$ cat config.mk
export PLATFORM = sky130hd
export DESIGN_NAME = uint_cmp_stream
export DESIGN_NICKNAME = d
export VERILOG_FILES = /design/src/rtl/uint_cmp_pkg.sv /design/src/rtl/uint_cmp_stream_core.sv /design/src/rtl/uint_cmp_stream.sv
export SDC_FILE = /design/constraint.sdc
export NUM_CORES = 1
export LEC_CHECK = 0
export ABC_AREA = 1
export BUFFER_PORTS_ARGS = -buffer_cell sky130_fd_sc_hd__buf_2
export CORE_ASPECT_RATIO = 0.9
export CORE_MARGIN = 5
export CORE_UTILIZATION = 30
export DETAILED_ROUTE_END_ITERATION = 8
export GPL_TIMING_DRIVEN = 1
export PLACE_DENSITY_LB_ADDON = 0.05
export SLEW_MARGIN = 20
export SYNTH_ARGS = -nofsm -noshare
export SYNTH_HDL_FRONTEND = slang
export SYNTH_SLANG_ARGS = --single-unit
$ cat constraint.sdc
create_clock -name CLK -period 1.81 [get_ports CLK]
set_input_delay 0.0905 -clock CLK [delete_from_list [all_inputs] [get_ports CLK]]
set_output_delay 0.0905 -clock CLK [all_outputs]
set_load 0.01 [all_outputs]
$ cat src/rtl/uint_cmp_pkg.sv
// uint_cmp_pkg: shared definitions for the streaming unsigned/signed compare.
//   MODE_W      width of the relation-select field
//   cmp_mode_e  relation encoding carried on MODE
package uint_cmp_pkg;

    localparam int MODE_W = 3;

    typedef enum logic [MODE_W-1:0] {
        CMP_EQ  = 3'd0,
        CMP_NE  = 3'd1,
        CMP_ULT = 3'd2,
        CMP_ULE = 3'd3,
        CMP_UGT = 3'd4,
        CMP_UGE = 3'd5,
        CMP_SLT = 3'd6,   // two's complement
        CMP_SGE = 3'd7    // two's complement
    } cmp_mode_e;

endpackage

$ cat src/rtl/uint_cmp_stream_core.sv
// uint_cmp_core: purely combinational relation evaluator.
//   i_a, i_b  operands (WIDTH bits)
//   i_mode    relation select (cmp_mode_e encoding)
//   o_res     1 when "i_a <relation> i_b" holds
module uint_cmp_core
    import uint_cmp_pkg::*;
#(
    parameter int WIDTH = 3
) (
    input  logic [WIDTH-1:0]  i_a,
    input  logic [WIDTH-1:0]  i_b,
    input  logic [MODE_W-1:0] i_mode,
    output logic              o_res
);

    logic w_eq;
    logic w_ult;
    logic w_slt;

    assign w_eq  = (i_a == i_b);
    assign w_ult = (i_a < i_b);
    assign w_slt = ($signed(i_a) < $signed(i_b));

    always_comb begin
        o_res = 1'b0;
        case (cmp_mode_e'(i_mode))
            CMP_EQ:  o_res = w_eq;
            CMP_NE:  o_res = !w_eq;
            CMP_ULT: o_res = w_ult;
            CMP_ULE: o_res = w_ult || w_eq;
            CMP_UGT: o_res = !(w_ult || w_eq);
            CMP_UGE: o_res = !w_ult;
            CMP_SLT: o_res = w_slt;
            CMP_SGE: o_res = !w_slt;
            default: o_res = 1'b0;
        endcase
    end

endmodule

$ cat src/rtl/uint_cmp_stream.sv
// uint_cmp_stream: streaming compare with a 2-entry result FIFO and a
// saturating count of delivered true results.
//   CLK, ASYNCRESET         clock, async active-high reset
//   in_valid/in_ready       operand handshake (I0, I1, MODE)
//   out_valid/out_ready     result handshake (O = FIFO head, 0 when empty)
//   clear                   synchronous clear of match_count
//   match_count             saturating count of popped O==1 results
module uint_cmp_stream
    import uint_cmp_pkg::*;
#(
    parameter int WIDTH     = 3,
    parameter int CNT_WIDTH = 8
) (
    input  logic                 CLK,
    input  logic                 ASYNCRESET,
    input  logic                 in_valid,
    output logic                 in_ready,
    input  logic [WIDTH-1:0]     I0,
    input  logic [WIDTH-1:0]     I1,
    input  logic [MODE_W-1:0]    MODE,
    output logic                 out_valid,
    input  logic                 out_ready,
    output logic                 O,
    input  logic                 clear,
    output logic [CNT_WIDTH-1:0] match_count
);

    logic                 r_mem [2];
    logic                 r_wr_ptr;
    logic                 r_rd_ptr;
    logic [1:0]           r_occ;
    logic [CNT_WIDTH-1:0] r_cnt;

    logic w_res;
    logic w_push;
    logic w_pop;
    logic w_head;

    uint_cmp_core #(.WIDTH(WIDTH)) u_core (
        .i_a    (I0),
        .i_b    (I1),
        .i_mode (MODE),
        .o_res  (w_res)
    );

    // Handshake flags depend on registered occupancy only.
    assign in_ready  = (r_occ != 2'd2);
    assign out_valid = (r_occ != 2'd0);
    assign w_head    = r_mem[r_rd_ptr];
    assign O         = out_valid && w_head;

    assign w_push = in_valid && in_ready;
    assign w_pop  = out_valid && out_ready;

    assign match_count = r_cnt;

    always_ff @(posedge CLK or posedge ASYNCRESET) begin
        if (ASYNCRESET) begin
            r_mem[0] <= 1'b0;
            r_mem[1] <= 1'b0;
            r_wr_ptr <= 1'b0;
            r_rd_ptr <= 1'b0;
            r_occ    <= 2'd0;
        end else begin
            if (w_push) begin
                r_mem[r_wr_ptr] <= w_res;
                r_wr_ptr        <= !r_wr_ptr;
            end
            if (w_pop) begin
                r_rd_ptr <= !r_rd_ptr;
            end
            // Push and pop together leave occupancy unchanged.
            r_occ <= r_occ + 2'(w_push) - 2'(w_pop);
        end
    end

    // Clear wins over a coincident increment; counter sticks at all-ones.
    always_ff @(posedge CLK or posedge ASYNCRESET) begin
        if (ASYNCRESET) begin
            r_cnt <= '0;
        end else if (clear) begin
            r_cnt <= '0;
        end else if (w_pop && w_head && (r_cnt != {CNT_WIDTH{1'b1}})) begin
            r_cnt <= r_cnt + 1'b1;
        end
    end

endmodule

==> flow_summary.html <==
<table>
<tr><th>Metric</th><th>Value</th></tr>
<tr><th colspan="2">Timing</th></tr>
<tr><td>Total of endpoints with negative setup slack in the final report</td><td>0</td></tr>
<tr><td>Setup repair after global routing missed its margin</td><td>no</td></tr>
<tr><td>Post-route fraction of the period consumed by the critical path</td><td>86.22%</td></tr>
<tr><td>WHS</td><td>0.06231 ns</td></tr>
<tr><td>Maximum operating frequency</td><td>640.8 MHz</td></tr>
<tr><td>Slew of the pin with the lowest slew margin</td><td>0.5711 ns</td></tr>
<tr><td>Min cycle time layout</td><td>1.561 ns</td></tr>
<tr><td>Final Max Slew Viols</td><td>0</td></tr>
<tr><td>Fin Clk Skew</td><td>0.008124 ns</td></tr>
<tr><td>Final Hold Vio Count</td><td>0</td></tr>
<tr><td>Final TNS setup</td><td>0 ns</td></tr>
<tr><td>Tightest slew margin relative to the limit</td><td>61.88%</td></tr>
<tr><th colspan="2">Yosys</th></tr>
<tr><td>Top cells by area in the synthesized netlist</td><td>dfrtp_1 37%, nand2_1 8.6%, inv_1 8.2%, ha_1 7.8%, nand3_1 6.8%</td></tr>
<tr><td>Post-synth design cell area</td><td>957.2 um2</td></tr>
<tr><td>Cell variety after synth</td><td>23</td></tr>
<tr><td>Share of Yosys cell area claimed by the top area cell type</td><td>36.60%</td></tr>
<tr><td>Syn Inst Count</td><td>124</td></tr>
<tr><td>Portion of the post-synthesis area used by sequential elements</td><td>36.60%</td></tr>
<tr><td>Most instantiated library cell after synthesis</td><td>nand2_1</td></tr>
<tr><td>Synth area leader</td><td>dfrtp_1</td></tr>
<tr><td>Synthesized Nets</td><td>144</td></tr>
<tr><td>Most used standard cells in the synthesized netlist</td><td>22 x nand2_1, 21 x inv_1, 14 x dfrtp_1</td></tr>
<tr><td>Number of warning messages in the yosys log</td><td>0</td></tr>
<tr><td>Share of async-settable or async-resettable flops after synthesis</td><td>100.0%</td></tr>
<tr><td>Post-synth top flop</td><td>dfrtp_1</td></tr>
<tr><td>Per-instance average area after synthesis</td><td>7.719 um2</td></tr>
<tr><td>Register bit count reported by yosys</td><td>14</td></tr>
<tr><td>Post-synth EDFFs</td><td>0</td></tr>
<tr><th colspan="2">Cells and area</th></tr>
<tr><td>Number of antenna diodes</td><td>0</td></tr>
<tr><td>Ratio of cells with drive above 1 in the final layout</td><td>25.97%</td></tr>
<tr><td>Total Nets Final</td><td>175</td></tr>
<tr><td>Area Overhead vs Synth</td><td>23.92%</td></tr>
<tr><td>Util after Layout</td><td>38.68%</td></tr>
<tr><td>Fillcell total</td><td>336</td></tr>
<tr><th colspan="2">Route</th></tr>
<tr><td>Drt pass-1 iters</td><td>4</td></tr>
<tr><td>Sum of met2 wire segment lengths after detailed routing</td><td>825 um</td></tr>
<tr><td>Average detailed-routed wire length per instance</td><td>10.68 um</td></tr>
<tr><td>Number of DRC markers in iteration 0</td><td>45</td></tr>
<tr><td>DR vias</td><td>908</td></tr>
<tr><td>Detailed-route DRC error count</td><td>0</td></tr>
<tr><td>Top layer in use</td><td>met4</td></tr>
<tr><td>Amount of wire on met3 after detailed routing</td><td>134 um</td></tr>
<tr><td>DR vias/cell</td><td>4.633</td></tr>
<tr><td>Final ANT Viol Nets</td><td>0</td></tr>
<tr><td>Total routed wirelength</td><td>2094 um</td></tr>
<tr><td>Sum of routed wire segments on met1</td><td>1115 um</td></tr>
<tr><th colspan="2">Clock network</th></tr>
<tr><td>Maximum clock path buffer count</td><td>2</td></tr>
<tr><td>Clock net sink count</td><td>14</td></tr>
<tr><td>CTS root buffer</td><td>clkbuf_4</td></tr>
<tr><td>TritonCTS clock tree</td><td>done</td></tr>
<tr><td>Clock latency of the later-clocked register in the worst-skew pair</td><td>0.29 ns</td></tr>
<tr><td>Reg clk slew, reported paths</td><td>0.10 ns</td></tr>
<tr><td>Depth of the CTS H-tree</td><td>1</td></tr>
<tr><td>Clock buffers created by TritonCTS</td><td>3</td></tr>
<tr><td>Number of cells upsized or downsized after cts</td><td>0</td></tr>
<tr><th colspan="2">Pwr</th></tr>
<tr><td>Peak supply drop</td><td>0.0003266 V</td></tr>
<tr><td>Static leakage</td><td>0.6320 nW</td></tr>
<tr><td>Power density over the cells</td><td>999.7 nW/um2</td></tr>
<tr><th colspan="2">Floorplan</th></tr>
<tr><td>Die Height</td><td>63.59 um</td></tr>
<tr><td>Die Outline Area</td><td>4422 um2</td></tr>
<tr><td>Total core area</td><td>3067 um2</td></tr>
<tr><td>Die X-Extent</td><td>69.54 um</td></tr>
<tr><td>Total I/O pin count</td><td>25</td></tr>
<tr><td>Starting Density</td><td>31.21%</td></tr>
<tr><td>Number of cell rows</td><td>19</td></tr>
<tr><th colspan="2">GRT</th></tr>
<tr><td>Wire length of the first global-routing pass</td><td>3525 um</td></tr>
<tr><td>Largest net degree at the start of global routing</td><td>15</td></tr>
<tr><td>Number of antenna violations at the first check in global routing</td><td>0</td></tr>
<tr><td>Global-route total usage across every layer</td><td>10.09%</td></tr>
<tr><td>Sum of overflow across all layers after global routing</td><td>0</td></tr>
<tr><td>Vias in the first global route</td><td>813</td></tr>
<tr><th colspan="2">Setup path</th></tr>
<tr><td>Worst R2R Path Depth</td><td>8</td></tr>
<tr><td>Crit-path max cell delay</td><td>0.39 ns</td></tr>
<tr><td>Worst Setup Path Type</td><td>reg -&gt; reg</td></tr>
<tr><td>Required time of the critical path</td><td>2.03 ns</td></tr>
<tr><td>Crit path max-delay cell type</td><td>dfrtp_1</td></tr>
<tr><td>Data arrival, critical path</td><td>1.78 ns</td></tr>
<tr><td>Endpoint class of the critical path</td><td>flop</td></tr>
<tr><td>Series of cell instances along the critical path</td><td>inv_1 &gt; nand2_1 &gt; nand2_1 &gt; ha_1 &gt; inv_1 &gt; ha_1 &gt; xnor2_1 &gt; xor2_1</td></tr>
<tr><td>Type of origin of the critical path</td><td>flop</td></tr>
<tr><td>Biggest fanout along the worst timing path</td><td>5</td></tr>
<tr><th colspan="2">Status</th></tr>
<tr><td>Status</td><td>finished, final reports clean</td></tr>
<tr><th colspan="2">Min path</th></tr>
<tr><td>Classification of the worst-slack hold path</td><td>in -&gt; reg</td></tr>
<tr><td>Instance count along the most critical hold path</td><td>3</td></tr>
<tr><th colspan="2">Placement</th></tr>
<tr><td>Final weighted congestion in routability-driven placement</td><td>0.7839</td></tr>
<tr><td>Port-buffer cells</td><td>24</td></tr>
<tr><td>Total half-perimeter wirelength after legalization and detailed placement</td><td>1661 um</td></tr>
<tr><th colspan="2">Run</th></tr>
<tr><td>Total of max-cap violations</td><td>0</td></tr>
</table>
-- state kept, by name (all words and copies together) (netlist names) --
signal / count
match_count: 8
r_mem: 2
r_occ: 2
r_rd_ptr: 1
r_wr_ptr: 1
-- per-layer routing --
| metal | track usage (%) | up-vias |
|---|---|---|
| met5 | 0 | - |
| met2 | 14.64 | 23 |
| met4 | 3.659 | 0 |
| met3 | 3.975 | 2 |
| li1 | - | 472 |
| met1 | 13.44 | 411 |
-- critical path: cells and delay by family, from the launching register on --
| kind | cells | cell delay, ns |
|---|---|---|
| DFF | 1 | 0.39 |
| and+or+nand+nor | 2 | 0.26 |
| buffers and inverters | 2 | 0.18 |
| xor gates and xnor gates | 2 | 0.28 |
| adders and majority gates | 2 | 0.40 |
-- path summary, 6_finish.rpt --
kind | from | endpoint | slack [ns]
setup / recovery | r_occ[0] | r_occ[1] | 0.25
hold / removal | in_valid | r_wr_ptr | 0.06
setup reg to reg | r_occ[0] | r_occ[1] | 0.25
hold reg to reg | r_mem[1] | r_mem[1] | 0.51
max in group asynchronous | ASYNCRESET | match_count[1] | 1.04
min in group asynchronous | ASYNCRESET | r_wr_ptr | 0.39
-- per-stage QoR --
step | instances | worst slack, ns | area [um2] | power [mW]
finish | 196 | 0.2495 | 1186 | 1.186
global route | 196 | 0.05357 | 1186 | 1.308
CTS | 196 | 0.2184 | 1186 | 1.212
detailed placement | 190 | 0.2429 | 1130 | 0.9625
global placement | 190 | 0.2782 | 1130 | 0.9623
floorplan | 124 | 0.2739 | 957.2 | 0.8177
-- power by group --
group | internal, mW | switching, mW
Clock | 0.122 | 0.114
Combinational | 0.194 | 0.307
Sequential | 0.394 | 0.0535
Total | 0.711 | 0.474
-- layout by cell type, fill, tap and decap left out --
cell type and count:
clkbuf_8 1, dfrtp_1 14, nand4_1 6, nand4_2 1, xnor2_1 1, nand2_1 22
ha_1 6, a22oi_2 1, nor2_1 6, nand2_4 3, or2_2 1, or2_0 1
nor3_1 1, buf_2 24, inv_1 21, o21ai_0 7, a21oi_1 5, xor2_1 4
dlygate4sd3_1 2, nor2_4 1, o31ai_1 1, nand3_1 13, nor2_2 1, inv_2 2
nand2_2 2, o21ai_1 4, clkbuf_4 3
-- layout make-up --
cell class,count,area [um2],area share [%]
Sequential cell,14,350.3,29.54
Tap cell,42,52.55,4.430
Multi-Input combinational cell,87,520.5,43.88
Inverter,23,86.33,7.278
Timing Repair Buffer,26,140.1,11.81
Clock buffer,4,36.28,3.059
-- what timing repair did --
item	in CTS	in global routing
hold buffers	2	0
endpoints found under the hold margin	15	0
setup buffers	0	0
-- cell families after synthesis --
kind of cell / synth area share (%)
DFF: 36.60
xor gates and xnor gates: 4.575
buffers and inverters: 9.020
AOI/OAI and AO/OA: 10.46
and+or+nand+nor: 31.50
adders and majority gates: 7.843
No activity file was read; power rests on OpenSTA's default activity.
